`src/rtl/alu_pkg.sv`:
```
// alu_pkg
// Shared types and widths for the button-driven ALU sequencer.
//   state_t  : sequencer states (IDLE, EXEC, CAPTURE)
//   DATA_W   : operand/result width
//   OP_W     : opcode width
//   CNT_W    : completed-operation counter width
package alu_pkg;

  localparam int DATA_W = 4;
  localparam int OP_W   = 2;
  localparam int CNT_W  = 8;

  typedef enum logic [1:0] {
    IDLE    = 2'd0,
    EXEC    = 2'd1,
    CAPTURE = 2'd2
  } state_t;

endpackage

```
`src/rtl/alu_op_sequencer_if.sv`:
```
// alu_op_sequencer_if
// ALU-side bus between the sequencer and the combinational ALU / LED mux.
//   alu_a, alu_b, alu_op : operands and opcode presented to the ALU
//   alu_y                : combinational ALU result
//   result, result_valid : captured result and its one-cycle update pulse
//   busy, op_count       : sequencer activity flag and completed-op counter
// Modports: master = sequencer, slave = ALU / result consumer.
interface alu_op_sequencer_if;
  import alu_pkg::*;

  logic [DATA_W-1:0] alu_a;
  logic [DATA_W-1:0] alu_b;
  logic [OP_W-1:0]   alu_op;
  logic [DATA_W-1:0] alu_y;
  logic [DATA_W-1:0] result;
  logic              result_valid;
  logic              busy;
  logic [CNT_W-1:0]  op_count;

  modport master (
    output alu_a, alu_b, alu_op, result, result_valid, busy, op_count,
    input  alu_y
  );

  modport slave (
    input  alu_a, alu_b, alu_op, result, result_valid, busy, op_count,
    output alu_y
  );

endinterface

```
`src/rtl/alu_op_sequencer_btn_conditioner.sv`:
```
// btn_conditioner
// Conditions one raw board button: 2-flop synchronizer, debounce counter,
// and a one-cycle pulse on each conditioned rising edge.
//   clk   : system clock
//   clr   : asynchronous active-high reset
//   raw   : raw button pin
//   pulse : one-cycle pulse per accepted press (falling edges give none)
// Parameter DB_CYCLES: stable cycles needed before the level flips (min 1).
module btn_conditioner #(
  parameter logic [15:0] DB_CYCLES = 16'd50000
) (
  input  logic clk,
  input  logic clr,
  input  logic raw,
  output logic pulse
);

  logic        sync1;
  logic        sync2;
  logic        level;
  logic        level_d;
  logic [15:0] cnt;

  always_ff @(posedge clk or posedge clr) begin
    if (clr) begin
      sync1   <= 1'b0;
      sync2   <= 1'b0;
      level   <= 1'b0;
      level_d <= 1'b0;
      cnt     <= '0;
      pulse   <= 1'b0;
    end else begin
      sync1   <= raw;
      sync2   <= sync1;
      level_d <= level;
      // Registered edge detect keeps the pulse glitch-free for the FSM.
      pulse   <= level & ~level_d;
      if (sync2 == level) begin
        cnt <= '0;
      end else if (cnt == DB_CYCLES - 16'd1) begin
        level <= sync2;
        cnt   <= '0;
      end else begin
        cnt <= cnt + 16'd1;
      end
    end
  end

endmodule

```
`src/rtl/alu_op_sequencer.sv`:
```
// alu_op_sequencer
// Button-driven controller for the shared 4-bit ALU. Owns the A/B operand
// registers, latches the opcode at go, sequences IDLE -> EXEC -> CAPTURE,
// holds the captured result and counts completed operations.
//   clk     : system clock
//   clr     : asynchronous active-high reset
//   btn_a   : raw button, loads sw_data into A
//   btn_b   : raw button, loads sw_data into B
//   btn_go  : raw button, starts one ALU operation
//   sw_data : operand switches
//   sw_op   : opcode switches
//   bus     : ALU-side interface (master modport)
// Build option ALU_CHAIN_EN: CAPTURE also writes the result back into A,
// turning A into an accumulator.
module alu_op_sequencer
  import alu_pkg::*;
#(
  parameter logic [15:0] DB_CYCLES = 16'd50000
) (
  input  logic              clk,
  input  logic              clr,
  input  logic              btn_a,
  input  logic              btn_b,
  input  logic              btn_go,
  input  logic [DATA_W-1:0] sw_data,
  input  logic [OP_W-1:0]   sw_op,
  alu_op_sequencer_if.master bus
);

  // state   | meaning
  // IDLE    | accept operand loads and go
  // EXEC    | operands/op held one cycle for the ALU to settle
  // CAPTURE | result registered, op_count bumped, result_valid high

  logic a_pulse;
  logic b_pulse;
  logic go_pulse;

  btn_conditioner #(.DB_CYCLES(DB_CYCLES)) u_cond_a (
    .clk(clk), .clr(clr), .raw(btn_a), .pulse(a_pulse)
  );

  btn_conditioner #(.DB_CYCLES(DB_CYCLES)) u_cond_b (
    .clk(clk), .clr(clr), .raw(btn_b), .pulse(b_pulse)
  );

  btn_conditioner #(.DB_CYCLES(DB_CYCLES)) u_cond_go (
    .clk(clk), .clr(clr), .raw(btn_go), .pulse(go_pulse)
  );

  state_t            state;
  state_t            state_nxt;
  logic [DATA_W-1:0] reg_a;
  logic [DATA_W-1:0] reg_b;
  logic [OP_W-1:0]   reg_op;
  logic [DATA_W-1:0] reg_result;
  logic [CNT_W-1:0]  reg_count;
  logic              busy;
  logic              result_valid;

  always_ff @(posedge clk or posedge clr) begin
    if (clr) begin
      state <= IDLE;
    end else begin
      state <= state_nxt;
    end
  end

  always_comb begin
    state_nxt    = state;
    busy         = 1'b1;
    result_valid = 1'b0;
    case (state)
      IDLE: begin
        busy = 1'b0;
        if (go_pulse) begin
          state_nxt = EXEC;
        end
      end
      EXEC: begin
        state_nxt = CAPTURE;
      end
      CAPTURE: begin
        result_valid = 1'b1;
        state_nxt    = IDLE;
      end
      default: begin
        busy      = 1'b0;
        state_nxt = IDLE;
      end
    endcase
  end

  // Button pulses outside IDLE are intentionally dropped, not queued.
  always_ff @(posedge clk or posedge clr) begin
    if (clr) begin
      reg_a      <= '0;
      reg_b      <= '0;
      reg_op     <= '0;
      reg_result <= '0;
      reg_count  <= '0;
    end else begin
      if (state == IDLE) begin
        if (a_pulse) begin
          reg_a <= sw_data;
        end
        if (b_pulse) begin
          reg_b <= sw_data;
        end
        if (go_pulse) begin
          reg_op <= sw_op;
        end
      end
      if (state == CAPTURE) begin
        reg_result <= bus.alu_y;
        reg_count  <= reg_count + 1'b1;
`ifdef ALU_CHAIN_EN
        reg_a      <= bus.alu_y;
`else
`endif
      end
    end
  end

  assign bus.alu_a        = reg_a;
  assign bus.alu_b        = reg_b;
  assign bus.alu_op       = reg_op;
  assign bus.result       = reg_result;
  assign bus.result_valid = result_valid;
  assign bus.busy         = busy;
  assign bus.op_count     = reg_count;

endmodule

```
`src/flat_wrapper.sv`:
```
// flat-port wrapper written by rule: the top's interface ports become plain ports
module alu_op_sequencer_flat import alu_pkg::*;
#(
  parameter logic [15:0] DB_CYCLES = 16'd50000
)
  (clk, clr, btn_a, btn_b, btn_go, sw_data, sw_op, bus_alu_a, bus_alu_b, bus_alu_op, bus_result, bus_result_valid, bus_busy, bus_op_count, bus_alu_y);
  alu_op_sequencer_if bus_i ();
  input  logic clk;
  input  logic clr;
  input  logic btn_a;
  input  logic btn_b;
  input  logic btn_go;
  input  logic [DATA_W-1:0] sw_data;
  input  logic [OP_W-1:0] sw_op;
  output wire logic [$bits(bus_i.alu_a)-1:0] bus_alu_a;
  output wire logic [$bits(bus_i.alu_b)-1:0] bus_alu_b;
  output wire logic [$bits(bus_i.alu_op)-1:0] bus_alu_op;
  output wire logic [$bits(bus_i.result)-1:0] bus_result;
  output wire logic [$bits(bus_i.result_valid)-1:0] bus_result_valid;
  output wire logic [$bits(bus_i.busy)-1:0] bus_busy;
  output wire logic [$bits(bus_i.op_count)-1:0] bus_op_count;
  input wire logic [$bits(bus_i.alu_y)-1:0] bus_alu_y;
  assign bus_alu_a = bus_i.alu_a;
  assign bus_alu_b = bus_i.alu_b;
  assign bus_alu_op = bus_i.alu_op;
  assign bus_result = bus_i.result;
  assign bus_result_valid = bus_i.result_valid;
  assign bus_busy = bus_i.busy;
  assign bus_op_count = bus_i.op_count;
  assign bus_i.alu_y = bus_alu_y;
  alu_op_sequencer #(.DB_CYCLES(DB_CYCLES)) u_core (.clk(clk), .clr(clr), .btn_a(btn_a), .btn_b(btn_b), .btn_go(btn_go), .sw_data(sw_data), .sw_op(sw_op), .bus(bus_i));
endmodule
```
`config.mk`:
```
export PLATFORM = sky130hd
export DESIGN_NAME = alu_op_sequencer_flat
export DESIGN_NICKNAME = d
export VERILOG_FILES = /design/src/rtl/alu_pkg.sv /design/src/rtl/alu_op_sequencer_if.sv /design/src/rtl/alu_op_sequencer_btn_conditioner.sv /design/src/rtl/alu_op_sequencer.sv /design/src/flat_wrapper.sv
export SDC_FILE = /design/constraint.sdc
export NUM_CORES = 1
export LEC_CHECK = 0
export BUFFER_PORTS_ARGS = -buffer_cell sky130_fd_sc_hd__buf_4
export CAP_MARGIN = 10
export CORE_ASPECT_RATIO = 2
export CORE_UTILIZATION = 53
export CTS_BUF_LIST = sky130_fd_sc_hd__clkbuf_8 sky130_fd_sc_hd__clkbuf_16
export CTS_CLUSTER_SIZE = 16
export DETAILED_ROUTE_END_ITERATION = 16
export HOLD_SLACK_MARGIN = 0.15
export PLACE_DENSITY_LB_ADDON = 0.2
export SLEW_MARGIN = 10
export SYNTH_ARGS = -nofsm -noshare
export SYNTH_HDL_FRONTEND = slang
export SYNTH_HIERARCHICAL = 1
export SYNTH_SLANG_ARGS = --single-unit
```
`constraint.sdc`:
```
create_clock -name clk -period 1.55 [get_ports clk]
set_input_delay 0.31 -clock clk [delete_from_list [all_inputs] [get_ports clk]]
set_output_delay 0.31 -clock clk [all_outputs]
set_load 0.005 [all_outputs]
```
==> impl_metrics.sql <==
INSERT INTO impl_metrics (metric_group, metric, value, unit) VALUES
('routing', 'num_vias', '2773', ''),
('placement', 'dp_hpwl', '5.44', 'mm'),
('hold_path', 'worstHoldPathCells', '2', ''),
('grt', 'first_global_vias', '2901', ''),
('placement', 'place.port_buffers', '38', ''),
('flow_run', 'count_of_maximum_capacitance_violations', '0', ''),
('setup_path', 'worst_ep_required_time', '1.24', 'ns'),
('setup_path', 'worstRegToRegCells', '6', ''),
('die', 'die_w', '64.4', 'µm'),
('sta', 'max_slew.worst_pin.slew', '0.328', 'ns'),
('grt', 'grt.total_usage', '0.207', ''),
('finish', 'layout-area-overhead-vs-synth', '23.1', '%'),
('die', 'fp-row-count', '45', ''),
('synth', 'synthesis.nets', '365', ''),
('synth', 'yosys.cell_types.count', '30', ''),
('power_and_ir_drop', 'sw_frac_of_total', '0.196', ''),
('sta', 'finalCriticalPeriod', '1.50', 'ns'),
('placement', 'placedInstanceArea', '4660', 'µm²'),
('setup_path', 'critPathMaxFanout', '4', ''),
('setup_path', 'endpoint_kind', 'output port', ''),
('clock_tree', 'cts.clk_slew.worst_paths', '0.06', 'ns'),
('synth', 'mappedNetlistArea', '4130', 'µm²'),
('grt', 'grt_antenna_before_repair', '0', ''),
('finish', 'finalInstanceArea', '5080', 'µm²'),
('hold_path', 'hold_class', 'input port to flip-flop', ''),
('synth', 'synth_cells', '342', ''),
('power_and_ir_drop', 'p_clk_frac', '0.465', ''),
('setup_path', 'regToRegStartpoint', 'u_core/u_cond_a/cnt[0]', ''),
('sta', 'finalCritPeriodShare', '0.970', ''),
('finish', 'fin_util', '0.674', ''),
('sta', 'clock_skew', '0.00703', 'ns'),
('clock_tree', 'ctsHtreeMaxLevel', '3', ''),
('setup_path', 'worstPathArrival', '1.19', 'ns'),
('sta', 'timing_hold_violations_final', '0', ''),
('routing', 'wl_per_cell', '15.0', 'µm'),
('finish', 'fin_nets', '440', ''),
('power_and_ir_drop', 'net-switching-power', '0.936', 'mW'),
('die', 'core_area', '7540', 'µm²'),
('grt', 'gr-total-overflow', '0', ''),
('finish', 'layout_commonest_cell', 'sky130_fd_sc_hd__dfrtp_1', ''),
('clock_tree', 'cts_root_buffer', 'sky130_fd_sc_hd__clkbuf_16', ''),
('sta', 'finalSetupViolCount', '0', ''),
('synth', 'ys_seq_area_frac', '0.527', ''),
('sta', 'postLayoutSetupSlackWorst', '0.0461', 'ns'),
('clock_tree', 'cts_made_buffers', '9', ''),
('routing', 'first_pass_drt_iterations', '4', ''),
('hold_path', 'timing.hold.worst.start', 'bus_alu_y[2]', ''),
('power_and_ir_drop', 'pwr-share-seq', '0.490', ''),
('die', 'dieHeight', '127', 'µm'),
('routing', 'drt_wl_total', '7.74', 'mm'),
('die', 'pin_count', '39', ''),
('sta', 'timing_max_transition_violations_final', '0', ''),
('clock_tree', 'ctsLongestPathBuffers', '2', ''),
('routing', 'via_per_inst', '5.38', ''),
('finish', 'final_layout_size_suffix_gt1_frac', '0.344', ''),
('power_and_ir_drop', 'power.ir.vdd_worst', '0.929', 'mV'),
('setup_path', 'critPathLaunch', 'u_core/state[0]', ''),
('sta', 'fmax', '0.665', 'GHz'),
('routing', 'drt_drc_violations_left', '0', ''),
('die', 'floorplan.initialDensity', '0.547', ''),
('synth', 'synth_area_per_cell', '12.1', 'µm²'),
('routing', 'initialDrtViolationCount', '182', ''),
('power_and_ir_drop', 'power.internal', '3.85', 'mW'),
('synth', 'yosys_warnings', '6', ''),
('setup_path', 'criticalPathCategory', 'flip-flop to output port', ''),
('grt', 'grt_first_pass_wirelength', '12.8', 'mm'),
('power_and_ir_drop', 'combinationalPowerShare', '0.045', ''),
('power_and_ir_drop', 'power_per_cell_area', '941', 'nW/µm²'),
('clock_tree', 'clock_sinks', '87', ''),
('status', 'status', 'finished, final reports clean', ''),
('synth', 'synth-seq-cells', '87', ''),
('placement', 'routabilityCongestion', '0.878', ''),
('setup_path', 'timing.critical_path.from_type', 'flip-flop', ''),
('routing', 'antenna_left', '0', ''),
('finish', 'diodes', '0', ''),
('finish', 'mostFrequentLayoutCells', 'sky130_fd_sc_hd__dfrtp_1, sky130_fd_sc_hd__buf_4, sky130_fd_sc_hd__nor2_1', ''),
('grt', 'grt_start_max_net_pins', '25', ''),
('sta', 'timing.slew.headroom', '0.778', ''),
('clock_tree', 'cts_tree', 'built', ''),
('placement', 'pre_cts_slack', '-0.0424', 'ns'),
('die', 'floorplan.die_area', '8170', 'µm²'),
('clock_tree', 'clock_latency', '0.33', 'ns'),
('sta', 'setup_repair_after_global_routing_missed_its_margin', 'no', ''),
('power_and_ir_drop', 'total_leakage_power', '2.36', 'nW');
[per-stage QoR]
step | TNS [ns] | hold slack (ns) | total power, mW | instances
floorplan | 0 | 0.287 | 2.49 | 342
global placement | 0 | 0.333 | 2.59 | 494
CTS | -0.0416 | 0.202 | 4.84 | 513
finish | 0 | 0.212 | 4.78 | 515
detailed placement | -0.335 | 0.335 | 2.59 | 494
global route | 0 | 0.200 | 4.95 | 515
[timing repair]
action / in CTS / in global routing
buffers inserted: 0 / 3
hold buffers: 4 / 0
setup endpoints to repair: 17 / 44
endpoints found under the hold margin: 90 / 0
pin swaps: 0 / 4
gates resized for setup: 6 / 6
[final timing paths]
check | slack, ns | endpoint
max | 0.05 | bus_busy
min | 0.21 | u_core/bus.result[2]
max reg2reg | 0.09 | u_core/u_cond_a/cnt[8]
min reg2reg | 0.35 | u_core/u_cond_go/sync2
max in group asynchronous | 0.70 | u_core/bus.op_count[6]
min in group asynchronous | 0.60 | u_core/u_cond_a/pulse
[critical path, cell delays in order, from the launching register on]
cell and delay [ns]:
sky130_fd_sc_hd__dfrtp_1 0.39, sky130_fd_sc_hd__inv_2 0.12, sky130_fd_sc_hd__ha_4 0.22, sky130_fd_sc_hd__buf_4 0.13
[sequential cells by signal (all words and copies together) (netlist names), 2 cells and up]
name / flops
u_core/u_cond_a/cnt: 16
u_core/state: 2
u_core/u_cond_b/cnt: 16
u_core/bus.result: 4
u_core/u_cond_go/cnt: 16
u_core/bus.alu_a: 4
u_core/bus.alu_op: 2
u_core/bus.alu_b: 4
u_core/bus.op_count: 8
[cell families (layout without fill, tap and decap cells)]
| kind of cell | after synthesis | after routing | share of synthesized area |
|---|---|---|---|
| buf+inv | 22 | 101 | 0.0373 |
| flops | 87 | 87 | 0.527 |
| xor+xnor | 52 | 52 | 0.110 |
| simple gates | 153 | 153 | 0.249 |
| mux | 18 | 18 | 0.0491 |
| compound gates | 2 | 2 | 0.00243 |
| fa+ha+maj | 8 | 8 | 0.0243 |
[cell type report]
| type | count | area (µm²) |
|---|---|---|
| Tap cell | 94 | 118 |
| Clock buffer | 10 | 239 |
| Inverter | 9 | 33.8 |
| Timing Repair Buffer | 77 | 592 |
| Clock inverter | 5 | 75.1 |
| Multi-Input combinational cell | 233 | 1850 |
| Sequential cell | 87 | 2180 |
| Fill cell | 592 | 2460 |
[Yosys cell counts (all sizes together)]
| cell | n | share of area |
|---|---|---|
| and2 | 3 | 0.0045 |
| and3 | 10 | 0.016 |
| and4 | 3 | 0.0064 |
| and4bb | 3 | 0.0091 |
| buf | 13 | 0.029 |
| dfrtp | 87 | 0.53 |
| ha | 8 | 0.024 |
| inv | 9 | 0.0082 |
| mux2 | 18 | 0.049 |
| nand2 | 14 | 0.015 |
| nand2b | 1 | 0.0015 |
| nand3 | 18 | 0.031 |
| nand4 | 24 | 0.055 |
| nor2 | 52 | 0.051 |
| nor2b | 3 | 0.0045 |
| nor3 | 7 | 0.0097 |
| nor4 | 9 | 0.027 |
| nor4b | 3 | 0.011 |
| nor4bb | 3 | 0.0073 |
| o21ai | 2 | 0.0024 |
| xnor2 | 31 | 0.066 |
| xor2 | 21 | 0.045 |
[metal layers]
metal  part of all wire  wire (µm)  vias to the layer above  track usage
li1                   -          -                     1318            -
met1               0.38       2950                     1383        0.217
met2               0.55       4260                       51        0.364
met3              0.032        247                       21       0.0495
met4              0.037        288                        0        0.127
met5                  0          0                        -            0
[power groups by stage]
stage	Sequential (mW)	Combinational, mW	Clock, mW
final	2.34	0.216	2.22
after global routing	2.35	0.241	2.37
after CTS	2.34	0.220	2.28
after detailed placement	2.38	0.210	0
after global placement	2.38	0.206	0
after floorplan	2.39	0.0982	0
Note: power is estimated with default switching activity, not from simulation.
